File: config.mk
export PLATFORM = sky130hd
export DESIGN_NAME = pipeline_hazard_ctrl
export DESIGN_NICKNAME = d
export VERILOG_FILES = /design/src/rtl/pipe_ctrl_pkg.sv /design/src/rtl/md_sequencer.sv /design/src/rtl/pipeline_hazard_ctrl.sv
export SDC_FILE = /design/constraint.sdc
export NUM_CORES = 1
export LEC_CHECK = 0
export CAP_MARGIN = 40
export CORE_MARGIN = 10
export CORE_UTILIZATION = 50
export DETAILED_ROUTE_END_ITERATION = 7
export GPL_ROUTABILITY_DRIVEN = 0
export HOLD_SLACK_MARGIN = 0.06
export PLACE_DENSITY = 0.83
export SLEW_MARGIN = 20
export SYNTH_ARGS = -nofsm -noshare
export SYNTH_HDL_FRONTEND = slang
export SYNTH_SLANG_ARGS = --single-unit
File: constraint.sdc
create_clock -name clk -period 3.95 [get_ports clk]
set_input_delay 0.5925 -clock clk [delete_from_list [all_inputs] [get_ports clk]]
set_output_delay 0.5925 -clock clk [all_outputs]
set_load 0.02 [all_outputs]
File: src/rtl/pipe_ctrl_pkg.sv
// Shared types and constants for the pipeline stall/flush controller.
//   ctrl_state_t : MUL/DIV sequencer state (RUN = idle, MD_BUSY = in flight)
//   REG_ADDR_W   : register-file address width
package pipe_ctrl_pkg;

  localparam int unsigned REG_ADDR_W = 5;

  typedef enum logic {RUN, MD_BUSY} ctrl_state_t;

endpackage

File: src/rtl/md_sequencer.sv
// MUL/DIV sequencer: tracks one multi-cycle operation from accept to the
// HI/LO write strobe.
// Ports:
//   clk_i      rising-edge clock
//   rst_ni     synchronous active-low reset
//   start_i    operands accepted this cycle (only honoured in RUN)
//   abort_i    exception flush; drops an in-flight operation
//   busy_o     operation in flight (stays high through the hilo_we cycle)
//   hilo_we_o  one-cycle HI/LO write strobe, MD_LATENCY cycles after start_i
module md_sequencer
  import pipe_ctrl_pkg::*;
#(
  parameter int unsigned MD_LATENCY = 8
) (
  input  logic clk_i,
  input  logic rst_ni,
  input  logic start_i,
  input  logic abort_i,
  output logic busy_o,
  output logic hilo_we_o
);

  localparam int unsigned     CNT_W    = $clog2(MD_LATENCY);
  localparam logic [CNT_W-1:0] CNT_LOAD = CNT_W'(MD_LATENCY - 1);

  ctrl_state_t      state_q, state_d;
  logic [CNT_W-1:0] cnt_q, cnt_d;

  always_ff @(posedge clk_i) begin
    if (!rst_ni) begin
      state_q <= RUN;
      cnt_q   <= '0;
    end else begin
      state_q <= state_d;
      cnt_q   <= cnt_d;
    end
  end

  always_comb begin
    state_d   = state_q;
    cnt_d     = cnt_q;
    hilo_we_o = 1'b0;
    case (state_q)
      RUN: begin
        if (start_i) begin
          state_d = MD_BUSY;
          cnt_d   = CNT_LOAD;
        end
      end
      MD_BUSY: begin
        if (abort_i) begin
          // Exception wins even on the final cycle: no write-back.
          state_d = RUN;
          cnt_d   = '0;
        end else if (cnt_q == '0) begin
          hilo_we_o = rst_ni;
          state_d   = RUN;
        end else begin
          cnt_d = cnt_q - CNT_W'(1);
        end
      end
      default: state_d = RUN;
    endcase
  end

  assign busy_o = (state_q == MD_BUSY);

endmodule

File: src/rtl/pipeline_hazard_ctrl.sv
// Central stall/flush controller for the 5-stage MIPS pipeline.
// Priority: exception > taken branch > MUL/DIV stall > load-use stall > run.
// Ports:
//   clk, rst (sync, active-low)
//   id_rs, id_rt, id_uses_rt, id_md_start, id_reads_hilo : ID-stage decode
//   idex_mem_read, idex_rt                               : load in ID_EX
//   ex_branch_taken, exc_req                             : flush requests
//   pc_en, if_id_en, if_id_flush, id_ex_flush, ex_mem_flush : pipe controls
//   md_accept, md_busy, hilo_we                          : MUL/DIV handshake
//   stall_cycles                                         : saturating stall count
module pipeline_hazard_ctrl #(
  parameter int unsigned REG_ADDR_W = pipe_ctrl_pkg::REG_ADDR_W,
  parameter int unsigned MD_LATENCY = 8,
  parameter int unsigned PERF_W     = 32
) (
  input  logic                  clk,
  input  logic                  rst,
  input  logic [REG_ADDR_W-1:0] id_rs,
  input  logic [REG_ADDR_W-1:0] id_rt,
  input  logic                  id_uses_rt,
  input  logic                  id_md_start,
  input  logic                  id_reads_hilo,
  input  logic                  idex_mem_read,
  input  logic [REG_ADDR_W-1:0] idex_rt,
  input  logic                  ex_branch_taken,
  input  logic                  exc_req,
  output logic                  pc_en,
  output logic                  if_id_en,
  output logic                  if_id_flush,
  output logic                  id_ex_flush,
  output logic                  ex_mem_flush,
  output logic                  md_accept,
  output logic                  md_busy,
  output logic                  hilo_we,
  output logic [PERF_W-1:0]     stall_cycles
);

  logic md_stall;
  logic load_use;
  logic stall_win;

  logic [PERF_W-1:0] stall_q, stall_d;

  assign md_stall = md_busy && (id_md_start || id_reads_hilo);
  assign load_use = idex_mem_read && (idex_rt != '0) &&
                    ((idex_rt == id_rs) || (id_uses_rt && (idex_rt == id_rt)));

  always_comb begin
    pc_en        = 1'b1;
    if_id_en     = 1'b1;
    if_id_flush  = 1'b0;
    id_ex_flush  = 1'b0;
    ex_mem_flush = 1'b0;
    md_accept    = 1'b0;
    stall_win    = 1'b0;
    if (!rst) begin
      pc_en    = 1'b0;
      if_id_en = 1'b0;
    end else if (exc_req) begin
      pc_en        = 1'b1;
      if_id_en     = 1'b0;
      if_id_flush  = 1'b1;
      id_ex_flush  = 1'b1;
      ex_mem_flush = 1'b1;
    end else if (ex_branch_taken) begin
      if_id_flush = 1'b1;
      id_ex_flush = 1'b1;
    end else if (md_stall || load_use) begin
      pc_en       = 1'b0;
      if_id_en    = 1'b0;
      id_ex_flush = 1'b1;
      stall_win   = 1'b1;
    end else begin
      md_accept = id_md_start && !md_busy;
    end
  end

  md_sequencer #(
    .MD_LATENCY(MD_LATENCY)
  ) u_md_seq (
    .clk_i    (clk),
    .rst_ni   (rst),
    .start_i  (md_accept),
    .abort_i  (exc_req),
    .busy_o   (md_busy),
    .hilo_we_o(hilo_we)
  );

  always_comb begin
    stall_d = stall_q;
    if (stall_win && (stall_q != '1)) begin
      stall_d = stall_q + PERF_W'(1);
    end
  end

  always_ff @(posedge clk) begin
    if (!rst) begin
      stall_q <= '0;
    end else begin
      stall_q <= stall_d;
    end
  end

  assign stall_cycles = stall_q;

endmodule

Word-level counts from Yosys, hierarchy flattened. Index checks and enable logic that the tools add are counted.

Add/sub/neg operators: 2. Equal/unequal tests: 5. Muxes and demuxes: 33. Bitwise gates (word level): 1. Reductions and logical operators: 13.

Operators by type and width (number): 32-bit by 1-bit adder with 32-bit output (second input constant) (1); 32-bit != test (second input constant) (1); 1-bit two-way mux (28); 5-bit == test (2); 3-bit two-way mux (3); 1-bit logical AND (6); 3-bit one-hot mux with 2 select lines (1); 5-bit nonzero test (1); 3-bit zero test (1); 1-bit logical OR (3); 3-bit != test (second input constant) (1); 3-bit by 1-bit subtractor with 3-bit output (second input constant) (1); 2-bit != test (second input constant) (1); 1-bit one-hot mux with 2 select lines (1); 2-bit AND reduction (1); 1-bit zero test (1); 1-bit NOT (1).

Flip-flop bits (word level): 36. Bits of input ports: 23. Output and inout bits: 40. Logic and storage cells: 57.

Longest topological paths before layout.
Word-level depth: 11. Gate-level depth with buffers: 9. Gate-level depth less buffers: 7.

Modules after synthesis. A second synthesis with hierarchy kept.

Cell total of the unflattened synthesis: 272. Area total of the unflattened synthesis: 2272.2 sq um.

Modules (own cells, without submodules): pipeline_hazard_ctrl (instances 1, cells an instance 246, area an instance 2043.2 sq um); md_sequencer (instances 1, cells an instance 26, area an instance 229.0 sq um).

Worst setup path after synthesis. Ideal clock, no wire load.

Kind: in2out. From: input port idex_rt[1]. To: output port pc_en. Arrival time: 2045 ps. Path slack: 1313 ps. Cell stages on the path: 6. Path buffers: 1. Cells stage by stage: or4_1 -> o21ai_1 -> o21a_1 -> clkbuf_1 -> nor2_1 -> nor2_1.

Longest elaborated chain between the ends: 9.

RTL lines: start: declaration (line pipeline_hazard_ctrl.sv:24) `input logic [REG_ADDR_W-1:0] idex_rt,`; 5-bit == test (line pipeline_hazard_ctrl.sv:46) `((idex_rt == id_rs) || (id_uses_rt && (idex_rt == id_rt)));`; 1-bit logical AND (line pipeline_hazard_ctrl.sv:46); 1-bit logical OR (line pipeline_hazard_ctrl.sv:46); 1-bit logical AND * (line pipeline_hazard_ctrl.sv:45) `assign load_use = idex_mem_read && (idex_rt != '0) &&`; 1-bit logical OR * (line pipeline_hazard_ctrl.sv:68) `end else if (md_stall || load_use) begin`; 1-bit two-way mux * (line pipeline_hazard_ctrl.sv:68); 1-bit two-way mux * (line pipeline_hazard_ctrl.sv:65) `end else if (ex_branch_taken) begin`; 1-bit two-way mux * (line pipeline_hazard_ctrl.sv:59) `end else if (exc_req) begin`; 1-bit two-way mux * (line pipeline_hazard_ctrl.sv:56) `if (!rst) begin`; end: declaration (line pipeline_hazard_ctrl.sv:27) `output logic pc_en,`.

Every way passes the cells marked *; elsewhere a longest branch is shown, timed or not.

Worst setup path in the final report.
From: input port idex_rt[2]. To: output port pc_en.

The elaborated chain is that of the path after synthesis.

==> results.cfg <==
[timing]
setup_viol = 0
worst_pin_slew_ns = 0.869
fin_tns_setup_ns = 0
drv_slew = 0
period_minus_slack_ns = 3.60
fin_worst_skew_ns = 0.0121
fin_crit_sh = 0.911
max_freq_ghz = 0.278
rsz0062_at_grt = no
max-slew-margin-rel = 0.418
hold_viol = 0

[setup_path]
end_kind = primary output
crit_fanout = 11
critical_path_arrival_ns = 3.01
reg2regPathDepth = 8
worst_setup_path_start_kind = input pin
reg2reg_to = stall_cycles[22]$_SDFFE_PN0P_
cp.required_ns = 3.36
r2r-start = stall_cycles[3]$_SDFFE_PN0P_
r2r_slack_ns = 0.93
worstSetupPathType = in -> out

[synthesis]
async_flop_share = 0
ys_ff_latch = 36
synth_edf_count = 0
synth_seq_area_share = 0.328
ys.flop_type = dfxtp_1
ys_top_cells_by_area = dfxtp_1, or4_1, o31ai_1
synth_top_area_frac = 0.328
synth_nets = 287
syn_inst = 261
synth_cell_types = 42
synth_area_um2 = 2190
yosysWarningCount = 0
synth_top_area_cell = dfxtp_1
avgSynthCellArea_um2 = 8.41

[drt]
firstDrtPassIters = 4
drc_errors = 0
drt.antenna.violating_nets = 0
wl_per_cell_um = 15.7
num_vias = 2224
vias_per_cell = 5.96
drt-total-wl_mm = 5.87
drtIter0Drc = 144

[cts]
numCtsBuffers = 5
htree_levels = 2
cts_resized = 0
worstSkewPairLatency_ns = 0.30
cts_setup_buffers = 0
clkTransAtPathRegs_ns = 0.06
root_buffer = clkbuf_8
cts_hold_buf = 0
cts_sinks = 36
clock_path_buffers = 2
cts_tree = built

[power]
finalPower_uw = 777
p_sw_frac = 0.233
seqPwrFrac = 0.471
pwr-share-comb = 0.109
intPower_uw = 595
leakagePower_nw = 0.893
switchingPower_uw = 181
cellPowerDensity_nw_per_um2 = 264
ir_worst_vdd_v = 0.000146
pwr-share-clk = 0.420

[placement]
post_dp_cell_area_um2 = 2830
io_buffers = 62
dp.cells = 365
hpwl_mm = 4.30

[final_layout]
diodes = 0
area_delta_synth_final_pct = 33.8
fin_nets = 346
final_cells = 373
fin_area_um2 = 2940
drive_gt1_frac = 0.0717

[global_route]
grt_first_pass_wirelength_mm = 9.68
grt_overflow = 0
antenna_found_initial = 0
grt_max_degree = 38
grt_pass1_vias = 2032
grt_usage = 0.156

[min_path]
min_to = stall_cycles[27]$_SDFFE_PN0P_
min_path_type = reg -> reg
worstHoldStart = stall_cycles[27]$_SDFFE_PN0P_
worstHoldPathCells = 2

[run]
drv_cap = 0

[floorplan]
initial_core_util = 0.511
die_h_um = 86.3
row_count = 24
io-pin-count = 63
die_area_um2 = 7440
die_w_um = 86.3
fp.coreArea_um2 = 4290

[run_status]
status = completed
## cell usage after synthesis, types with 7 or more instances
library cell and count:
a21oi_1 21, or4_1 19, mux2i_1 8, nand2_1 20
o31ai_1 15, xnor2_1 10, inv_1 8, nor2_1 11
nand3_1 15, clkbuf_1 10, nand2b_1 11, nand4_1 7
dfxtp_1 36
## metal layers
metal | track usage | up-vias | part of all wire
met3 | 0.0610 | 13 | 0.084
met1 | 0.175 | 1044 | 0.42
met5 | 0 | - | 0
met2 | 0.259 | 64 | 0.48
met4 | 0.0619 | 0 | 0.018
li1 | - | 1103 | -
## critical path, cell delays in order
cell and delay, ns:
clkdlybuf4s50_1 0.47, or4_1 0.55, o21ai_1 0.22, o21a_1 0.37, nor2_1 0.09, nor2_1 0.11
clkdlybuf4s50_1 0.61
## cell families after synthesis
| kind of cell | count (synthesis) | share of synthesized area |
|---|---|---|
| AND/OR/NAND/NOR | 115 | 0.323 |
| AO/OA/AOI/OAI | 63 | 0.186 |
| flip-flops | 36 | 0.328 |
| buffers and inverters | 25 | 0.0650 |
| XOR/XNOR | 11 | 0.0439 |
| multiplexers | 8 | 0.0365 |
| adder cells (fa/ha/maj) | 3 | 0.0171 |
## power groups by stage
stage / logic (mW) / registers (mW) / clock network [mW]
after floorplan: 0.0424 / 0.374 / 0
after global placement: 0.0839 / 0.374 / 0
after detailed placement: 0.0850 / 0.374 / 0
after CTS: 0.0855 / 0.366 / 0.329
after global routing: 0.0929 / 0.366 / 0.341
final: 0.0850 / 0.366 / 0.326
## flip-flops by register name, indices dropped and copies added (netlist names)
name and cells:
u_md_seq.cnt_q 3, u_md_seq.busy_o 1, stall_cycles 32
## worst max path at each step
stage,from,endpoint,slack (ns),cells past startpoint
after floorplan,idex_rt[1],pc_en,1.31,6
after global placement,idex_rt[1],pc_en,0.41,7
after detailed placement,idex_rt[2],pc_en,0.36,7
after CTS,idex_rt[2],pc_en,0.35,7
after global routing,idex_rt[2],pc_en,0.19,7
final,idex_rt[2],pc_en,0.35,7
## through the flow
| step | hold WS (ns) | setup slack, ns | util |
|---|---|---|---|
| 6_report | 0.485 | 0.350 | 0.684 |
| 2_1_floorplan | 0.527 | 1.31 | - |
| 3_5_place_dp | 0.477 | 0.360 | 0.659 |
| 5_1_grt | 0.532 | 0.190 | 0.684 |
| 3_3_place_gp | 0.466 | 0.410 | 0.659 |
| 4_1_cts | 0.483 | 0.354 | 0.684 |
## placed cells by master, fill, tap and decap left out, drive strengths merged, types with 8 or more instances in the layout
cell / count
a21oi: 21
clkdlybuf4s50: 62
dfxtp: 36
inv: 8
mux2i: 8
nand2: 20
nand2b: 11
nand3: 15
nand4: 8
nor2: 11
nor4: 10
o21ai: 10
o31ai: 15
or4: 19
xnor2: 10
## final cells by class
class                      instances  area [µm²]
inverter                           8        30.0
multi-input combinational        200        1340
sequential                        36         721
clock buffer                       6        72.6
timing repair buffer              69         673
tap                               52        65.1
clock inverter                     2        35.0
fill                             363        1360
Note: power is estimated with default switching activity, not from simulation.
==> patch 1 (same settings) <==
Change the parameter `PERF_W` from 32 to 48.
--- a/src/rtl/pipeline_hazard_ctrl.sv
+++ b/src/rtl/pipeline_hazard_ctrl.sv
@@ -11,7 +11,7 @@
 module pipeline_hazard_ctrl #(
   parameter int unsigned REG_ADDR_W = pipe_ctrl_pkg::REG_ADDR_W,
   parameter int unsigned MD_LATENCY = 8,
-  parameter int unsigned PERF_W     = 32
+  parameter int unsigned PERF_W     = 48
 ) (
   input  logic                  clk,
   input  logic                  rst,
Interface: changed (resized stall_cycles); port bits go from 63 to 79. The function was not compared with the original's and may differ.
==> patch 1 against the original RTL <==
Synthesized area up 30%; final area up 28%; via count up 29%; largest power group unchanged; wire length up 36%; power up 17%; sequential cell count up 16; worst setup slack better by 130 ps.
==> patch 1: results (changes against the original RTL) <==
\begin{tabular}{lr}
\hline
Metric & Value \\
\hline
\multicolumn{2}{l}{\textbf{Status}} \\
Result of the run & completed (unchanged) \\
\multicolumn{2}{l}{\textbf{Floorplan}} \\
Number of rows created at floorplan & 27 (was 24) \\
\multicolumn{2}{l}{\textbf{Yosys}} \\
Count of unique library cells instantiated by Yosys & 43 (was 42) \\
Top area cells in the synthesized netlist & dfxtp\_1 36\%, xnor2\_1 13\%, nor2\_1 5.4\% (was dfxtp\_1 33\%, or4\_1 6.5\%, o31ai\_1 5.1\%) \\
Average cell area after synthesis & 8.00 sq um (was 8.41 sq um) \\
Seq/Total Area, Yosys & 36.5\% (was 32.8\%) \\
Net count after synthesis & 383 (was 287) \\
FF+latch count, synth & 52 (was 36) \\
\multicolumn{2}{l}{\textbf{Place}} \\
IO buf count & 78 (was 62) \\
Instance area at placement & 3680 sq um (was 2830 sq um) \\
Placed wire-length estimate & 6070 microns (was 4300 microns) \\
\# placed instances & 494 (was 365) \\
\multicolumn{2}{l}{\textbf{Power}} \\
Clk. pwr & 0.288 mW (was 0.326 mW) \\
Combinational logic power & 0.0957 mW (was 0.0850 mW) \\
Worst vdd rail ir drop & 186 uV (was 146 uV) \\
\multicolumn{2}{l}{\textbf{Clock tree}} \\
Clock-pin transition on the worst setup and hold timing paths & 90 ps (was 60 ps) \\
\multicolumn{2}{l}{\textbf{Finish}} \\
Nets & 455 (was 346) \\
Layout cells sized above 1 & 5.13\% (was 7.17\%) \\
Layout Cells excl Fill & 501 (was 373) \\
Flip-flop count of the largest register after layout & 48 (was 32) \\
Non-Filler Cell Area, Final & 3760 sq um (was 2940 sq um) \\
Footprint of the multi-input gates & 1680 sq um (was 1340 sq um) \\
Non-clock inverter count in the final layout & 13 (was 8) \\
Multi-input gate count & 274 (was 200) \\
\multicolumn{2}{l}{\textbf{Worst hold path}} \\
Hold Crit Start & stall\_cycles[19] (was stall\_cycles[27]) \\
Hold-critical path endpoint & stall\_cycles[19] (was stall\_cycles[27]) \\
\multicolumn{2}{l}{\textbf{Detailed routing}} \\
Mean number of vias per cell & 5.72 (was 5.96) \\
\multicolumn{2}{l}{\textbf{Timing}} \\
Headroom to the max-slew limit & 51.4\% (was 41.8\%) \\
Time the worst path needs with I/O delays and setup & 3470 ps (was 3600 ps) \\
\multicolumn{2}{l}{\textbf{GRT}} \\
Maximum number of pins on one net before global-route repair & 32 (was 38) \\
Wire length of the first global-routing pass & 13,200 microns (was 9680 microns) \\
\multicolumn{2}{l}{\textbf{Setup path}} \\
Setup crit end & md\_accept (was pc\_en) \\
\hline
\end{tabular}
patch 1: cell types whose count changed after synthesis, sizes merged, moves of 6 or more:
| cell | delta |
|---|---|
| nand2 | +9 |
| dfxtp | +16 |
| a21oi | -7 |
| nor3 | +16 |
| nor2 | +30 |
| or4 | -16 |
| nand4 | +15 |
| nor4 | +6 |
| o31ai | -14 |
| xnor2 | +31 |
patch 1: cells by family (layout without fill, tap and decap cells):
logic type | count (synthesis) | count (layout) | synth area share, %
compound gates | 38 | 38 | 8.28
xor+xnor | 42 | 42 | 12.9
fa+ha+maj | 3 | 3 | 1.31
buf+inv | 31 | 103 | 4.64
flops | 52 | 52 | 36.5
mux | 6 | 6 | 2.10
simple gates | 185 | 185 | 34.3
patch 1: metal layers:
metal / track usage (%) / routed length, microns / up-vias
li1: - / - / 1416
met1: 20.4 / 3210 / 1346
met2: 30.8 / 4000 / 96
met3: 5.26 / 651 / 8
met4: 6.02 / 106 / 0
met5: 0 / 0 / -
==> patch 2 (same flow settings) <==
Made on the original files. Reset style: asynchronous (`rst` and `rst_ni`), changed in 2 clocked blocks. Comments in the files are not updated.
--- a/src/rtl/md_sequencer.sv
+++ b/src/rtl/md_sequencer.sv
@@ -26,7 +26,7 @@
   ctrl_state_t      state_q, state_d;
   logic [CNT_W-1:0] cnt_q, cnt_d;
 
-  always_ff @(posedge clk_i) begin
+  always_ff @(posedge clk_i or negedge rst_ni) begin
     if (!rst_ni) begin
       state_q <= RUN;
       cnt_q   <= '0;
--- a/src/rtl/pipeline_hazard_ctrl.sv
+++ b/src/rtl/pipeline_hazard_ctrl.sv
@@ -93,7 +93,7 @@
     end
   end
 
-  always_ff @(posedge clk) begin
+  always_ff @(posedge clk or negedge rst) begin
     if (!rst) begin
       stall_q <= '0;
     end else begin
Function: differs if rst is asserted again (counterexample within 4 cycles, from zero or initial values and one cycle with rst low); with rst held inactive, the same outputs for 10 cycles.
==> patch 2 against the original RTL <==
Synthesized cell count shrank 18%; die area shrank 6.4%; worst setup slack lost 170 ps; synthesized area shrank 8.3%; final area shrank 5.9%; wire length shrank 11%; sequential cell count is the same; sequential share of layout area grew 8.1 points; power grew 5.8%; count of clock-buffer cells in the layout is the same; critical path type unchanged; critical endpoint is now md_accept; largest power group unchanged; highest routed layer unchanged.
==> patch 2: results (changes against the original RTL) <==
\begin{tabular}{lr}
\hline
Metric & Value \\
\hline
\multicolumn{2}{l}{\textbf{Power}} \\
Int Pwr & 0.593 mW (was 0.595 mW) \\
Total design power & 0.822 mW (was 0.777 mW) \\
Clock share of power & 29.5\% (was 42.0\%) \\
Worst vdd rail ir drop & 218 uV (was 146 uV) \\
Power drawn by the sequential cells & 0.415 mW (was 0.366 mW) \\
\multicolumn{2}{l}{\textbf{Setup path}} \\
Setup crit end & md\_accept (was pc\_en) \\
Worst R2R Start & stall\_cycles[0] (was stall\_cycles[3]) \\
Max FO, Critical Path & 4 (was 11) \\
Setup slack, reg-to-reg & 1490 ps (was 930 ps) \\
\multicolumn{2}{l}{\textbf{Finish}} \\
Non-clock inverter count in the final layout & 9 (was 8) \\
Number of ordinary and repair buffers in the finished layout & 66 (was 69) \\
Area taken by flip-flops and latches & 901 sq um (was 721 sq um) \\
Layout cells sized above 1 & 5.71\% (was 7.17\%) \\
Layout buffering overhead excluding clock cells & 23.4\% (was 22.9\%) \\
\multicolumn{2}{l}{\textbf{Status}} \\
Result of the run & completed (unchanged) \\
\multicolumn{2}{l}{\textbf{Yosys}} \\
Count of unique library cells instantiated by Yosys & 33 (was 42) \\
Async set-or-reset flop fraction in the synthesized netlist & 100\% (was 0\%) \\
Share of synthesized area spent on multiplexers & 0.560\% (was 3.65\%) \\
Top area cells in the synthesized netlist & dfrtp\_1 45\%, xor2\_1 13\%, nor3\_1 5.5\% (was dfxtp\_1 33\%, or4\_1 6.5\%, o31ai\_1 5.1\%) \\
Most instantiated cells after synthesis & 36 x dfrtp\_1, 30 x xor2\_1, 22 x nor3\_1, 19 x nand2\_1, 16 x nand3\_1 (was 36 x dfxtp\_1, 21 x a21oi\_1, 20 x nand2\_1, 19 x or4\_1) \\
Main flop type after synthesis & dfrtp\_1 (was dfxtp\_1) \\
Post-Synth Adder-Cell Area & 1.87\% (was 1.71\%) \\
\multicolumn{2}{l}{\textbf{GRT}} \\
Global routing met1 resource utilization & 16.6\% (was 17.5\%) \\
Maximum number of pins on one net before global-route repair & 23 (was 38) \\
\multicolumn{2}{l}{\textbf{Detailed routing}} \\
Iteration-0 DRC Markers & 103 (was 144) \\
Wirelength per Cell & 16.0 microns (was 15.7 microns) \\
Count of vias placed by the detailed router & 1,806 (was 2,224) \\
Routed length on met1 & 2050 microns (was 2450 microns) \\
\multicolumn{2}{l}{\textbf{Place}} \\
Placed wire-length estimate & 4090 microns (was 4300 microns) \\
\multicolumn{2}{l}{\textbf{Timing}} \\
Headroom to the max-slew limit & 45.5\% (was 41.8\%) \\
\hline
\end{tabular}
==> patch 2: worst min path at each step <==
stage                     start          endpoint  slack [ps]  depth (start not counted)
3_3_place_gp   stall_cycles[16]  stall_cycles[16]         480                          1
3_5_place_dp   stall_cycles[31]  stall_cycles[31]         480                          1
4_1_cts                     rst  stall_cycles[24]         240                          1
2_1_floorplan               rst   stall_cycles[0]         300                          0
5_1_grt                     rst  stall_cycles[28]         250                          1
6_report                    rst  stall_cycles[24]         230                          1
==> patch 2: through the flow <==
stage | cells | worst slack (ps) | cell area, sq um
6_report | 328 | 179 | 2760
4_1_cts | 328 | 170 | 2760
3_5_place_dp | 321 | 175 | 2690
5_1_grt | 328 | 47.4 | 2760
3_3_place_gp | 321 | 220 | 2690
2_1_floorplan | 215 | 1270 | 2010
==> patch 2: worst max-delay path, cell delays in order <==
cell and delay, ps:
clkdlybuf4s50_1 480, or4_1 560, o21ai_2 140, inv_1 50, and2_1 140, or4_4 540
inv_2 80, clkdlybuf4s50_1 600
